==> config.mk <==
export PLATFORM = sky130hd
export DESIGN_NAME = l2_port_scheduler_flat
export DESIGN_NICKNAME = d
export VERILOG_FILES = /design/src/rtl/l2_port_scheduler_if.sv /design/src/rtl/l2_port_scheduler.sv /design/src/flat_wrapper.sv
export SDC_FILE = /design/constraint.sdc
export NUM_CORES = 1
export LEC_CHECK = 0
export ABC_AREA = 1
export CAP_MARGIN = 20
export CORE_AREA = 4 4 326 328
export CTS_CLUSTER_DIAMETER = 30
export DETAILED_ROUTE_END_ITERATION = 7
export DIE_AREA = 0 0 330 332
export HOLD_SLACK_MARGIN = 0.12
export PLACE_DENSITY_LB_ADDON = 0.25
export SETUP_SLACK_MARGIN = 0.3
export SLEW_MARGIN = 20
export SYNTH_ARGS = -nofsm -noshare
export SYNTH_HDL_FRONTEND = slang
export SYNTH_SLANG_ARGS = --single-unit
==> constraint.sdc <==
create_clock -name clk -period 1.6 [get_ports clk]
set_input_delay 0.16 -clock clk [delete_from_list [all_inputs] [get_ports clk]]
set_output_delay 0.16 -clock clk [all_outputs]
set_load 0.01 [all_outputs]
==> src/rtl/l2_port_scheduler_if.sv <==
// L2 port scheduler bundle: three L1-side requesters, the shared L2 port
// and the current-owner indication.
interface l2_port_scheduler_if #(
    parameter int ADDR_W = 16,
    parameter int LINE_W = 128
);
    logic              i_read;
    logic [ADDR_W-1:0] i_address;
    logic [LINE_W-1:0] i_rdata;
    logic              i_resp;

    logic              d_read;
    logic              d_write;
    logic [ADDR_W-1:0] d_address;
    logic [LINE_W-1:0] d_wdata;
    logic [LINE_W-1:0] d_rdata;
    logic              d_resp;

    logic              p_read;
    logic [ADDR_W-1:0] p_address;
    logic [LINE_W-1:0] p_rdata;
    logic              p_resp;

    logic              l2_read;
    logic              l2_write;
    logic [ADDR_W-1:0] l2_address;
    logic [LINE_W-1:0] l2_wdata;
    logic [LINE_W-1:0] l2_rdata;
    logic              l2_resp;

    logic [1:0]        grant_id;

    modport slave (
        input  i_read, i_address,
        output i_rdata, i_resp,
        input  d_read, d_write, d_address, d_wdata,
        output d_rdata, d_resp,
        input  p_read, p_address,
        output p_rdata, p_resp,
        output l2_read, l2_write, l2_address, l2_wdata,
        input  l2_rdata, l2_resp,
        output grant_id
    );

    modport master (
        output i_read, i_address,
        input  i_rdata, i_resp,
        output d_read, d_write, d_address, d_wdata,
        input  d_rdata, d_resp,
        output p_read, p_address,
        input  p_rdata, p_resp,
        input  l2_read, l2_write, l2_address, l2_wdata,
        output l2_rdata, l2_resp,
        input  grant_id
    );
endinterface

==> src/rtl/l2_port_scheduler.sv <==
// Shares one L2 port among I-cache, D-cache and prefetcher.
// Priority D > I > P, with a starvation guard forcing I after D bursts.
module l2_port_scheduler #(
    parameter int ADDR_W       = 16,
    parameter int LINE_W       = 128,
    parameter int STARVE_LIMIT = 4
) (
    input logic                clk,
    input logic                rst_n,
    l2_port_scheduler_if.slave bus
);
    localparam int WW = $clog2(STARVE_LIMIT + 1);
    localparam logic [WW-1:0] LIMIT = WW'(STARVE_LIMIT);

    typedef enum logic [1:0] {
        IDLE   = 2'd0,
        BUSY_I = 2'd1,
        BUSY_D = 2'd2,
        BUSY_P = 2'd3
    } state_e;

    state_e            state_q, state_d;
    logic [WW-1:0]     i_wait_q, i_wait_d;
    logic [ADDR_W-1:0] addr_q, addr_d;
    logic [LINE_W-1:0] wdata_q, wdata_d;
    logic              wr_q, wr_d;

    logic d_req;
    logic i_starved;
    logic i_resp, d_resp, p_resp;

    always_ff @(posedge clk or negedge rst_n) begin
        if (!rst_n) begin
            state_q  <= IDLE;
            i_wait_q <= '0;
            addr_q   <= '0;
            wdata_q  <= '0;
            wr_q     <= 1'b0;
        end else begin
            state_q  <= state_d;
            i_wait_q <= i_wait_d;
            addr_q   <= addr_d;
            wdata_q  <= wdata_d;
            wr_q     <= wr_d;
        end
    end

    always_comb begin
        state_d   = state_q;
        i_wait_d  = i_wait_q;
        addr_d    = addr_q;
        wdata_d   = wdata_q;
        wr_d      = wr_q;
        i_resp    = 1'b0;
        d_resp    = 1'b0;
        p_resp    = 1'b0;
        d_req     = bus.d_read | bus.d_write;
        i_starved = (i_wait_q == LIMIT) && bus.i_read;

        unique case (state_q)
            IDLE: begin
                if (i_starved) begin
                    state_d  = BUSY_I;
                    addr_d   = bus.i_address;
                    wr_d     = 1'b0;
                    i_wait_d = '0;
                end else if (d_req) begin
                    state_d = BUSY_D;
                    addr_d  = bus.d_address;
                    wdata_d = bus.d_wdata;
                    wr_d    = bus.d_write;
                    // Count D wins that bypassed a waiting I, saturating
                    if (bus.i_read && i_wait_q != LIMIT)
                        i_wait_d = i_wait_q + WW'(1);
                end else if (bus.i_read) begin
                    state_d  = BUSY_I;
                    addr_d   = bus.i_address;
                    wr_d     = 1'b0;
                    i_wait_d = '0;
                end else if (bus.p_read) begin
                    state_d = BUSY_P;
                    addr_d  = bus.p_address;
                    wr_d    = 1'b0;
                end
            end
            BUSY_I: begin
                if (bus.l2_resp) begin
                    i_resp  = 1'b1;
                    state_d = IDLE;
                end
            end
            BUSY_D: begin
                if (bus.l2_resp) begin
                    d_resp  = 1'b1;
                    state_d = IDLE;
                end
            end
            BUSY_P: begin
                if (bus.l2_resp) begin
                    p_resp  = 1'b1;
                    state_d = IDLE;
                end
            end
            default: state_d = IDLE;
        endcase
    end

    assign bus.l2_read    = (state_q != IDLE) && !wr_q;
    assign bus.l2_write   = (state_q != IDLE) && wr_q;
    assign bus.l2_address = addr_q;
    assign bus.l2_wdata   = wdata_q;
    assign bus.grant_id   = state_q;

    assign bus.i_rdata = bus.l2_rdata;
    assign bus.d_rdata = bus.l2_rdata;
    assign bus.p_rdata = bus.l2_rdata;
    assign bus.i_resp  = i_resp;
    assign bus.d_resp  = d_resp;
    assign bus.p_resp  = p_resp;
endmodule

==> src/flat_wrapper.sv <==
// flat-port wrapper written by rule: the top's interface ports become plain ports
module l2_port_scheduler_flat 
#(
    parameter int ADDR_W       = 16,
    parameter int LINE_W       = 128,
    parameter int STARVE_LIMIT = 4
)
  (clk, rst_n, bus_i_read, bus_i_address, bus_i_rdata, bus_i_resp, bus_d_read, bus_d_write, bus_d_address, bus_d_wdata, bus_d_rdata, bus_d_resp, bus_p_read, bus_p_address, bus_p_rdata, bus_p_resp, bus_l2_read, bus_l2_write, bus_l2_address, bus_l2_wdata, bus_l2_rdata, bus_l2_resp, bus_grant_id);
  l2_port_scheduler_if #(.ADDR_W(ADDR_W), .LINE_W(LINE_W)) bus_i ();
  input logic clk;
  input logic rst_n;
  input wire logic [$bits(bus_i.i_read)-1:0] bus_i_read;
  input wire logic [$bits(bus_i.i_address)-1:0] bus_i_address;
  output wire logic [$bits(bus_i.i_rdata)-1:0] bus_i_rdata;
  output wire logic [$bits(bus_i.i_resp)-1:0] bus_i_resp;
  input wire logic [$bits(bus_i.d_read)-1:0] bus_d_read;
  input wire logic [$bits(bus_i.d_write)-1:0] bus_d_write;
  input wire logic [$bits(bus_i.d_address)-1:0] bus_d_address;
  input wire logic [$bits(bus_i.d_wdata)-1:0] bus_d_wdata;
  output wire logic [$bits(bus_i.d_rdata)-1:0] bus_d_rdata;
  output wire logic [$bits(bus_i.d_resp)-1:0] bus_d_resp;
  input wire logic [$bits(bus_i.p_read)-1:0] bus_p_read;
  input wire logic [$bits(bus_i.p_address)-1:0] bus_p_address;
  output wire logic [$bits(bus_i.p_rdata)-1:0] bus_p_rdata;
  output wire logic [$bits(bus_i.p_resp)-1:0] bus_p_resp;
  output wire logic [$bits(bus_i.l2_read)-1:0] bus_l2_read;
  output wire logic [$bits(bus_i.l2_write)-1:0] bus_l2_write;
  output wire logic [$bits(bus_i.l2_address)-1:0] bus_l2_address;
  output wire logic [$bits(bus_i.l2_wdata)-1:0] bus_l2_wdata;
  input wire logic [$bits(bus_i.l2_rdata)-1:0] bus_l2_rdata;
  input wire logic [$bits(bus_i.l2_resp)-1:0] bus_l2_resp;
  output wire logic [$bits(bus_i.grant_id)-1:0] bus_grant_id;
  assign bus_i.i_read = bus_i_read;
  assign bus_i.i_address = bus_i_address;
  assign bus_i_rdata = bus_i.i_rdata;
  assign bus_i_resp = bus_i.i_resp;
  assign bus_i.d_read = bus_d_read;
  assign bus_i.d_write = bus_d_write;
  assign bus_i.d_address = bus_d_address;
  assign bus_i.d_wdata = bus_d_wdata;
  assign bus_d_rdata = bus_i.d_rdata;
  assign bus_d_resp = bus_i.d_resp;
  assign bus_i.p_read = bus_p_read;
  assign bus_i.p_address = bus_p_address;
  assign bus_p_rdata = bus_i.p_rdata;
  assign bus_p_resp = bus_i.p_resp;
  assign bus_l2_read = bus_i.l2_read;
  assign bus_l2_write = bus_i.l2_write;
  assign bus_l2_address = bus_i.l2_address;
  assign bus_l2_wdata = bus_i.l2_wdata;
  assign bus_i.l2_rdata = bus_l2_rdata;
  assign bus_i.l2_resp = bus_l2_resp;
  assign bus_grant_id = bus_i.grant_id;
  l2_port_scheduler #(.ADDR_W(ADDR_W), .LINE_W(LINE_W), .STARVE_LIMIT(STARVE_LIMIT)) u_core (.clk(clk), .rst_n(rst_n), .bus(bus_i));
endmodule
==> results_dict.tcl <==
set metrics [dict create \
    cp-start-kind "register" \
    crit_path_max_fanout 7 \
    start_util_pct 8.90 \
    vias_per_cell 2.75 \
    grt_pass1_vias 7883 \
    dp_hpwl_mm 25.8 \
    antenna_found_initial 2 \
    core-area_um2 103000 \
    antenna_left 0 \
    post_drt_wl_per_cell_um 14.9 \
    syn-num-nets 1473 \
    worstPathArrival_ns 2.13 \
    critPathKind "register to register" \
    critPathLaunch "u_core.i_wait_q[0]" \
    cts-root-buf "clkbuf_16" \
    drive_gt1_share_pct 44.2 \
    grt_max_degree 40 \
    fin_nets 1548 \
    drtPass1Iterations 4 \
    cp_num_buf_inv 5 \
    io_buffers 333 \
    ys_seq_elements 150 \
    synth.area.top_cells "dfrtp_1 41%, buf_4 33%, nand2_1 20%" \
    drt_iter0_markers 183 \
    required_ns 2.02 \
    synth_top_area_share_pct 40.8 \
    crit_slowest_cell "dfrtp_1" \
    p_per_area_nw_per_um2 1880 \
    num_vias 7226 \
    gp_congestion 0.806 \
    hold_start "bus_d_wdata[70]" \
    synth_largest_area_cell "dfrtp_1" \
    final_util_pct 13.4 \
    outcome "finished with violations" \
    cellLeakagePower_nw 6.52 \
    finalMaxSlewViolations 0 \
    cts_tree "done" \
    io_pins 846 \
    failed_checks "negative setup slack" \
    place_inst 2514 \
    cp-end-kind "register" \
    netlist-cell-type-count 22 \
    whs_ns 0.205 \
    fmax_ghz 0.584 \
    numCtsBuffers 17 \
    critPathMaxStageDelay_ns 0.38 \
    cts-htree-levels 4 \
    setup_viol 128 \
    ys_seq_area_share_pct 40.8 \
    clock_latency_ns 0.49 \
    layout_setup_ws_ns -0.113 \
    die-width_um 330 \
    grtUsageTotal_pct 6.97 \
    fin_crit_sh_pct 107 \
    clk_pin_slew_ns 0.07 \
    r2r-start "u_core.i_wait_q[0]" \
    row_count 118 \
    crit_family "buffers and inverters" \
    grt_pass1_wl_mm 54.9 \
    syn_area_per_cell_um2 7.92 \
    grt_overflow 0 \
    path_cells "inv_2, ha_4, nand3_4, nand2_4, nor2_4, buf_12, buf_16, buf_12, clkbuf_16, nand2_1, nand2_1" \
    hp-class "input port to register" \
    fin_cells 2628 \
    routed_wl_mm 39.1 \
    drcViolationCount 0 \
    rsz0062_at_grt "yes" \
    ctsLongestPathBuffers 2 \
    cap_violations 0 \
    clock-skew-final_ns 0.0169 \
    tightest_slew_ns 0.513 \
    syn_area_um2 9190 \
    netlist_instances 1160 \
    finalHoldViolCount 0 \
    period_minus_slack_ns 1.71 \
    syn_to_final_growth_pct 50.6 \
    peakVddDrop_mv 0.624 \
    die_area_um2 110000 \
    fin_setup_tns_ns -9.44 \
    diodes 0 \
    relSlewSlack_pct 65.8 \
    timing.reg2reg.setup_slack_ns -0.11 \
    yosysWarnings 0 \
    die_h_um 332 \
    cts.sinks 150 \
]
-- metal layers --
metal	vias up	part of all wire (%)	wire length [µm]	track usage (%)
met2	446	49	19000	11.7
met4	4	5.0	1950	3.98
met1	3352	37	14600	7.31
met3	154	9.1	3550	2.89
li1	3270	-	-	-
met5	-	0.051	20	0
-- tightest hold or removal path: cells and delay by family --
kind	cells	cell delay, ns
buf+inv	1	0.40
simple gates	2	0.11
-- layout by cell type, fill, tap and decap left out, drive strengths merged --
cell           instances
nand2                490
nand3                 36
bufinv                 1
dlygate4sd3            1
dfrtp                150
clkdlybuf4s50        181
nor2                   7
xor2                   1
clkinv                 8
inv                   49
nand4                  1
o21ai                  2
buf                  290
clkinvlp               3
nor3                   3
clkbuf                21
ha                     2
o22ai                  2
-- layout make-up --
type	count	area (µm²)
fillers	11815	89400
repair buffers	476	4600
flip-flops and latches	150	3760
multi-input cells	544	2970
well taps	1380	1730
clock buffers	17	425
inverters	46	211
clock inverters	15	146
-- synth_stat cells (all sizes together) --
cell type  count
o22ai          2
nand4          1
nor2           7
buf          418
ha             2
nand3         36
xor2           1
dfrtp        150
clkbuf         2
inv           45
o21ai          2
nand2        490
nor3           3
clkinv         1
-- power breakdown --
part / switching [W] / internal [W]
clock: 0.00203 / 0.00217
sequential: 0.00125 / 0.00567
combinational: 0.00745 / 0.00745
total: 0.0107 / 0.0153
-- path summary, 6_finish.rpt --
path / to / cells past startpoint
worst max-delay path: u_core.bus.l2_wdata[81] / 11
worst min-delay path: u_core.bus.l2_wdata[70] / 3
worst max register to register: u_core.bus.l2_wdata[81] / 11
worst min register to register: u_core.bus.l2_wdata[17] / 2
max in group asynchronous: u_core.bus.l2_wdata[31] / 3
min in group asynchronous: u_core.bus.l2_wdata[53] / 2
-- registers in the layout, indices dropped and copies added (netlist names) --
| signal | flops |
|---|---|
| u_core.wr_q | 1 |
| u_core.i_wait_q | 3 |
| u_core.bus.l2_address | 16 |
| u_core.bus.grant_id | 2 |
| u_core.bus.l2_wdata | 128 |
-- cell families (layout without fill, tap and decap cells) --
group                      Yosys count  after routing  synth area share [%]
xor gates and xnor gates             1              1                0.0953
adders and majority gates            2              2                 0.272
AOI/OAI and AO/OA                    4              4                 0.245
and+or+nand+nor                    537            537                  22.8
buffers and inverters              466            554                  35.7
DFF                                150            150                  40.8
-- per-stage QoR --
stage	total power (W)	area, µm²	setup slack (ns)
3_3_place_gp	0.0176	11800	-0.255
2_1_floorplan	0.0121	9300	0.258
3_5_place_dp	0.0176	11800	-0.267
5_1_grt	0.0280	13800	-0.205
4_1_cts	0.0252	13200	-0.160
6_report	0.0260	13800	-0.113
-- timing repair --
action,CTS,global route
hold buffers,1,0
pin swaps,41,44
setup buffers,59,4
resized for setup,816,155
endpoints found under the hold margin,150,0
endpoints found under the setup margin,299,157
cloned,14,4
(Power assumes the default switching activity.)
